`config.mk`:
```
export PLATFORM = sky130hd
export DESIGN_NAME = gcd_ctrl_flat
export DESIGN_NICKNAME = d
export VERILOG_FILES = /design/src/rtl/gcd_ctrl_if.sv /design/src/rtl/gcd_ctrl.sv /design/src/flat_wrapper.sv
export SDC_FILE = /design/constraint.sdc
export NUM_CORES = 1
export LEC_CHECK = 0
export BUFFER_PORTS_ARGS = -buffer_cell sky130_fd_sc_hd__buf_2
export CAP_MARGIN = 20
export CORE_MARGIN = 4
export CORE_UTILIZATION = 42
export CTS_CLUSTER_SIZE = 30
export DETAILED_ROUTE_END_ITERATION = 7
export PLACE_DENSITY = 0.73
export SYNTH_ARGS = -nofsm -noshare
export SYNTH_HDL_FRONTEND = slang
export SYNTH_SLANG_ARGS = --single-unit
```
`constraint.sdc`:
```
create_clock -name clk -period 1.5 [get_ports clk]
set_clock_uncertainty 0.1 [all_clocks]
set_input_delay 0.225 -clock clk [delete_from_list [all_inputs] [get_ports clk]]
set_output_delay 0.225 -clock clk [all_outputs]
set_load 0.005 [all_outputs]
```
`src/rtl/gcd_ctrl_if.sv`:
```
// gcd_ctrl_if: start/busy/done handshake between the top level and the GCD sequencer
//   start      top -> ctrl  run request
//   busy       ctrl -> top  run in progress
//   done       ctrl -> top  one-cycle completion pulse
//   err        ctrl -> top  iteration limit hit, valid with done
//   iter_count ctrl -> top  subtractions in current/last run
interface gcd_ctrl_if #(parameter int ITER_W = 8);
    logic              start;
    logic              busy;
    logic              done;
    logic              err;
    logic [ITER_W-1:0] iter_count;
    modport master (output start, input busy, done, err, iter_count);
    modport slave  (input start, output busy, done, err, iter_count);
endinterface

```
`src/rtl/gcd_ctrl.sv`:
```
// gcd_ctrl: sequencing FSM computing gcd(x, y) by repeated subtraction on a small datapath
//   clk, reset (async, active-low)
//   a_zero, b_zero, a_eq_b, a_lt_b  comparator flags on rf ports A/B
//   rf_we/rf_wa, rf_rae/rf_raa, rf_rbe/rf_rba  register-file controls (r0 = x, r1 = y, r2 = result)
//   src_sel  write-data mux (0 x_in, 1 y_in, 2 ALU), alu_op (0 A-B, 1 B-A, 2 pass A, 3 pass B)
//   hs       start/busy/done/err/iter_count handshake
module gcd_ctrl #(
    parameter int ITER_W   = 8,
    parameter int MAX_ITER = 255
) (
    input  logic       clk,
    input  logic       reset,
    input  logic       a_zero,
    input  logic       b_zero,
    input  logic       a_eq_b,
    input  logic       a_lt_b,
    output logic       rf_we,
    output logic [2:0] rf_wa,
    output logic       rf_rae,
    output logic       rf_rbe,
    output logic [1:0] rf_raa,
    output logic [1:0] rf_rba,
    output logic [1:0] src_sel,
    output logic [1:0] alu_op,
    gcd_ctrl_if.slave  hs
);
    typedef enum logic [2:0] {IDLE, LOAD_X, LOAD_Y, CHECK, SUB_XY, SUB_YX, WRITE_RES, DONE} state_t;

    localparam logic [ITER_W-1:0] MAX = ITER_W'(MAX_ITER);

    state_t            state, state_nx;
    logic [ITER_W-1:0] iter;
    logic              err_q;
    logic              iter_clr, iter_inc, err_set;

    always_ff @(posedge clk or negedge reset) begin
        if (!reset) begin
            state <= IDLE;
            iter  <= '0;
            err_q <= 1'b0;
        end else begin
            state <= state_nx;
            if (iter_clr)
                iter <= '0;
            else if (iter_inc && iter != MAX)
                iter <= iter + 1'b1;
            if (iter_clr)
                err_q <= 1'b0;
            else if (err_set)
                err_q <= 1'b1;
        end
    end

    always_comb begin
        state_nx = state;
        rf_we    = 1'b0;
        rf_wa    = 3'd0;
        src_sel  = 2'b00;
        alu_op   = 2'b00;
        rf_rae   = 1'b1;
        rf_rbe   = 1'b1;
        rf_raa   = 2'd0;
        rf_rba   = 2'd1;
        iter_clr = 1'b0;
        iter_inc = 1'b0;
        err_set  = 1'b0;
        case (state)
            IDLE: begin
                iter_clr = hs.start;
                state_nx = hs.start ? LOAD_X : IDLE;
            end
            LOAD_X: begin
                rf_we    = 1'b1;
                state_nx = LOAD_Y;
            end
            LOAD_Y: begin
                rf_we    = 1'b1;
                rf_wa    = 3'd1;
                src_sel  = 2'b01;
                state_nx = CHECK;
            end
            CHECK: begin
                // Termination outranks the limit so a finished run never reports err.
                err_set  = !(a_zero || b_zero || a_eq_b) && iter == MAX;
                state_nx = (a_zero || b_zero || a_eq_b) ? WRITE_RES :
                           (iter == MAX)                ? DONE      :
                           a_lt_b                       ? SUB_YX    : SUB_XY;
            end
            SUB_XY: begin
                rf_we    = 1'b1;
                src_sel  = 2'b10;
                iter_inc = 1'b1;
                state_nx = CHECK;
            end
            SUB_YX: begin
                rf_we    = 1'b1;
                rf_wa    = 3'd1;
                src_sel  = 2'b10;
                alu_op   = 2'b01;
                iter_inc = 1'b1;
                state_nx = CHECK;
            end
            WRITE_RES: begin
                // Passing the other operand when one is zero covers gcd(0,y), gcd(x,0) and gcd(0,0).
                rf_we    = 1'b1;
                rf_wa    = 3'd2;
                src_sel  = 2'b10;
                alu_op   = a_zero ? 2'b11 : 2'b10;
                state_nx = DONE;
            end
            DONE: begin
                rf_raa   = 2'd2;
                state_nx = IDLE;
            end
            default: state_nx = IDLE;
        endcase
    end

    assign hs.busy       = state != IDLE;
    assign hs.done       = state == DONE;
    assign hs.err        = err_q;
    assign hs.iter_count = iter;
endmodule

```
`src/flat_wrapper.sv`:
```
// flat-port wrapper written by rule: the top's interface ports become plain ports
module gcd_ctrl_flat 
#(
    parameter int ITER_W   = 8,
    parameter int MAX_ITER = 255
)
  (clk, reset, a_zero, b_zero, a_eq_b, a_lt_b, rf_we, rf_wa, rf_rae, rf_rbe, rf_raa, rf_rba, src_sel, alu_op, hs_start, hs_busy, hs_done, hs_err, hs_iter_count);
  gcd_ctrl_if #(.ITER_W(ITER_W)) hs_i ();
  input  logic clk;
  input  logic reset;
  input  logic a_zero;
  input  logic b_zero;
  input  logic a_eq_b;
  input  logic a_lt_b;
  output logic rf_we;
  output logic [2:0] rf_wa;
  output logic rf_rae;
  output logic rf_rbe;
  output logic [1:0] rf_raa;
  output logic [1:0] rf_rba;
  output logic [1:0] src_sel;
  output logic [1:0] alu_op;
  input wire logic [$bits(hs_i.start)-1:0] hs_start;
  output wire logic [$bits(hs_i.busy)-1:0] hs_busy;
  output wire logic [$bits(hs_i.done)-1:0] hs_done;
  output wire logic [$bits(hs_i.err)-1:0] hs_err;
  output wire logic [$bits(hs_i.iter_count)-1:0] hs_iter_count;
  assign hs_i.start = hs_start;
  assign hs_busy = hs_i.busy;
  assign hs_done = hs_i.done;
  assign hs_err = hs_i.err;
  assign hs_iter_count = hs_i.iter_count;
  gcd_ctrl #(.ITER_W(ITER_W), .MAX_ITER(MAX_ITER)) u_core (.clk(clk), .reset(reset), .a_zero(a_zero), .b_zero(b_zero), .a_eq_b(a_eq_b), .a_lt_b(a_lt_b), .rf_we(rf_we), .rf_wa(rf_wa), .rf_rae(rf_rae), .rf_rbe(rf_rbe), .rf_raa(rf_raa), .rf_rba(rf_rba), .src_sel(src_sel), .alu_op(alu_op), .hs(hs_i));
endmodule
```
**Word level (Yosys, flattened, before mapping)**

Index checks and enable logic that the tools add are counted.

- Bits in latches: 0
- Memories kept: 0
- Word-level logic and storage cells: 45
- Output and inout port bits: 25
- Input bits: 7
- Flip-flop bits (word level): 12
- ROM bits: 0
- RAM bits: 0

- Magnitude comparators: 0
- Shift-type cells: 0
- $mul: 0
- Eq/ne operators: 9
- Divide/modulo/power cells: 0
- $add $sub $neg: 1
- Muxes and demuxes: 18
- Reduce and logical (&&, ||, !) cells: 14
- Bitwise logic cells: 0

Operators with widths:

| cell | number |
|---|---|
| 3-bit one-hot mux with 6 select lines | 1 |
| 8-bit two-way mux | 2 |
| 3-bit == test (second input constant) | 4 |
| 2-bit one-hot mux with 2 select lines | 3 |
| 1-bit two-way mux | 9 |
| 8-bit by 1-bit adder with 8-bit output (second input constant) | 1 |
| 8-bit == test (second input constant) | 1 |
| 8-bit != test (second input constant) | 1 |
| 3-bit by 2-bit == test with 1-bit output (second input constant) | 2 |
| 3-bit two-way mux | 2 |
| 3-bit OR reduction | 2 |
| 5-bit OR reduction | 1 |
| 2-bit nonzero test | 2 |
| 2-bit OR reduction | 2 |
| 3-bit by 1-bit == test with 1-bit output (second input constant) | 1 |
| 3-bit logical NOT | 1 |
| 3-bit nonzero test | 1 |
| 1-bit logical AND | 2 |
| 1-bit logical OR | 2 |
| 2-bit two-way mux | 1 |
| 1-bit logical NOT | 1 |

**Longest topological paths before layout**

- Depth after elaboration: 7
- Depth in mapped cells: 5
- Mapped depth without buffers: 5

**Worst setup path after synthesis**

Ideal clock, no wire load.

- Kind: reg2reg
- Start: register u_core.iter[0], in the netlist u_core.hs.iter_count[0]
- End: register u_core.state[1]
- Cell stages (with the launch flop): 6
- Library setup time: 0.139 ns
- Arrival: 1.304 ns
- Setup slack: -0.043 ns
- Required time: 1.261 ns
- Path buffers: 0
- Cells stage by stage: dfrtp_1 > ha_1 > nand3_1 > nor2_1 > o41ai_1 > a31oi_1

- Word-level cells in the longest chain between the ends: 4

RTL lines:

| what | RTL line | source |
|---|---|---|
| start: declaration | gcd_ctrl.sv:32 | `logic [ITER_W-1:0] iter;` |
| start signal: assignment | gcd_ctrl.sv:46 | `iter <= iter + 1'b1;` |
| 8-bit == test | gcd_ctrl.sv:86 | `(iter == MAX) ? DONE :` |
| 3-bit two-way mux | gcd_ctrl.sv:86 |  |
| 3-bit two-way mux | gcd_ctrl.sv:85 | `state_nx = (a_zero \|\| b_zero \|\| a_eq_b) ? WRITE_RES :` |
| 3-bit one-hot mux with 6 select lines | gcd_ctrl.sv:67 | `case (state)` |
| net u_core.state_nx[1] | gcd_ctrl.sv:31 | `state_t state, state_nx;` |
| end signal: assignment | gcd_ctrl.sv:42 | `state <= state_nx;` |
| end: declaration | gcd_ctrl.sv:31 |  |

The timed path passes the listed nets, and every way through them passes these cells.
A chain may end at the register's enable or synchronous reset.

**Worst setup path in the final report**

- Start: register u_core.state[1]
- End: output rf_wa[0]

- Word-level cells in the longest chain between the ends: 3

RTL lines:

| what | RTL line | source |
|---|---|---|
| 3-bit by 2-bit == test with 1-bit output / 3-bit == test (equally long branches) | gcd_ctrl.sv:67 |  |
| 2-bit OR reduction (no line) | - |  |
| 2-bit one-hot mux with 2 select lines * | gcd_ctrl.sv:67 |  |
| end: declaration | flat_wrapper.sv:16 | `output logic [2:0] rf_wa;` |

Mark *: on every way between the ends. The rest lies on a longest branch, timed or not.

==> impl_metrics.yaml <==
sta:
  tns_ns: -0.232
  fin_crit_ns: 1.57
  rsz0062_at_grt: "true"
  finalSetupViolCount: 6
  max_freq_mhz: 637
  drv_slew: 0
  fin_ws_ns: -0.0690
  fin_crit_sh_pct: 105
  hold_viol: 0
synth:
  synth_cell_types: 38
  synth_common_cells: "dfrtp_1, nor2_1, buf_4"
  syn_inst: 86
  postSynthRegisterBits: 12
  synth_area_um2: 803
  synth_top_area_cell: "dfrtp_1"
  avgSynthCellArea_um2: 9.34
  synth.area.top_cells: "dfrtp_1, buf_4, nor2_1"
  seq_area_frac_synth_pct: 37.4
  yosys_warnings: 0
  synthArstFlopShare_pct: 100
  synth_ff_type: "dfrtp_1"
  yosysMostFrequentCell: "dfrtp_1"
  synth_edf_count: 0
  yosysTopAreaCellShare_pct: 37.4
pwr:
  power.density_nw_per_um2: 1850
  power.leakage_nw: 0.557
  peakVddDrop_uv: 1190
critical_path:
  path_max_fanout: 7
  worstRegToRegCells: 5
  criticalPathCategory: "reg -> out"
  cpLargestDelayFamily: "flip-flops"
  start_kind: "register"
  crit_slowest_cell: "dfrtp_1"
  critPathBufInv: 2
  cp-end-kind: "output pin"
  arrival_ns: 1.24
  r2r-end: "u_core.hs.iter_count[5]"
  r2r-start: "u_core.state[1]"
  worstPathCellList: "buf_6, nor3b_4, o21bai_1, buf_2"
  r2r_setup_slack_ns: 0.04
  required_ns: 1.17
  cp_slowest_stage_delay_ns: 0.42
floorplanning:
  die_y_um: 51.7
  dieArea_um2: 2680
  ioPinCount: 32
  die_w_um: 51.7
  rows: 15
  core_um2: 1760
  initial_core_util_pct: 45.5
placed_design:
  hpwl_um: 1280
  port_buffers: 25
  finalWeightedCongestion: 0.817
  pre_cts_ws_ns: -0.0272
layout:
  drive_above_1_share_pct: 54.1
  n_antenna_cell: 0
  syn_to_final_growth_pct: 46.1
  n_fill_cell: 156
  final_nets: 131
  fin_util_pct: 66.5
status:
  violations: "negative setup slack"
  status: "finished with violations"
clock_tree:
  tritoncts: "done"
  clock_path_buffers: 2
  clk_latency_ns: 0.27
  cts_sinks: 12
  clk_pin_slew_ns: 0.08
  clock-root-buffer: "clkbuf_4"
  numCtsBuffers: 3
  htreeDepth: 1
routing:
  wirelength_met1_um: 887
  avgViaCountPerCell: 5.24
  drtIter0Drc: 17
  vias: 770
  ant_nets: 0
  routed.top_layer: "met4"
  met3_length_um: 139
  first_pass_iters: 4
  wl_met2_um: 1030
  drc: 0
  drt-wirelength-per-cell_um: 14.1
  wirelength_um: 2080
hold_path:
  whs_path_depth: 3
  min_from: "a_lt_b"
  min_to: "u_core.state[0]"
  hp-class: "in -> reg"
global_routing:
  grt_pass1_vias: 716
  grt_pass1_wl_um: 3060
  grt_max_degree: 13
  antenna_found_initial: 0
  grt_use_total_pct: 15.0
  grt.overflow.total: 0
run:
  cap_violations: 0
## timing repair
item / 4_1_cts / 5_1_grt
cloned: 0 / 0
endpoints found under the hold margin: 12 / 0
hold buffers: 1 / 0
pin swaps: 3 / 4
gates resized for setup: 12 / 18
buffers inserted: 4 / 1
endpoints found under the setup margin: 13 / 19
## area by class of cell
| class | count | area (um2) | area share, % |
|---|---|---|---|
| Tap cell | 25 | 31.3 | 2.67 |
| Multi-Input combinational cell | 64 | 543 | 46.3 |
| Clock buffer | 4 | 36.3 | 3.09 |
| Timing Repair Buffer | 40 | 251 | 21.4 |
| Inverter | 2 | 7.51 | 0.640 |
| Sequential cell | 12 | 304 | 25.9 |
## cell families after synthesis
logic type / count (synthesis) / share of synthesized area, %
adders and majority gates: 1 / 1.56
xor gates and xnor gates: 4 / 4.36
buffers and inverters: 14 / 12.5
DFF: 12 / 37.4
AOI/OAI and AO/OA: 18 / 17.4
and+or+nand+nor: 34 / 24.6
muxes: 1 / 1.25
other: 2 / 0.935
## worst max path at each step
stage | endpoint | slack [ns] | from | depth (start not counted)
after floorplan | u_core.hs.iter_count[1] | 0.01 | u_core.hs.iter_count[0] | 5
after global placement | u_core.state[1] | 0.005 | u_core.hs.iter_count[0] | 5
after detailed placement | u_core.state[1] | -0.03 | u_core.hs.iter_count[0] | 5
after CTS | rf_wa[0] | -0.07 | u_core.state[1] | 4
after global routing | rf_we | -0.16 | u_core.state[0] | 4
final | rf_wa[0] | -0.07 | u_core.state[1] | 4
## state kept, by name, indices dropped and copies added (netlist names)
| signal | flops |
|---|---|
| u_core.state | 3 |
| u_core.hs.iter_count | 8 |
| u_core.hs.err | 1 |
## where the power goes
group	switching, mW	internal (mW)	total (mW)
sequential	0.220	0.465	0.685
combinational	0.558	0.669	1.23
clock	0.110	0.147	0.257
## cell usage in the layout, fill, tap and decap left out, types with 3 or more instances in the layout
cell      count
clkbuf_4      3
buf_6         3
a21oi_1       5
buf_2        25
dfrtp_1       9
dfrtp_2       3
nor2_1        9
conb_1        6
buf_4        11
## metal layers
| layer | up-vias | GRT usage [%] |
|---|---|---|
| met4 | 0 | 6.55 |
| met1 | 369 | 18.2 |
| met5 | - | 0 |
| met2 | 38 | 26.1 |
| met3 | 2 | 2.29 |
| li1 | 361 | - |
## through the flow
stage                     area, um2  hold slack (ns)  instances  power (mW)
final                          1170            0.145        147        2.17
after global routing           1170            0.158        147        2.32
after CTS                      1070            0.147        146        1.98
after detailed placement        955           0.0189        137        1.56
after global placement          955           0.0167        137        1.54
after floorplan                 823           -0.171         90        1.18
## worst min-delay path: stages
cell,delay [ns]
buf_2,0.07
o211ai_1,0.09
o211ai_1,0.09
No activity file was read; power rests on OpenSTA's default activity.
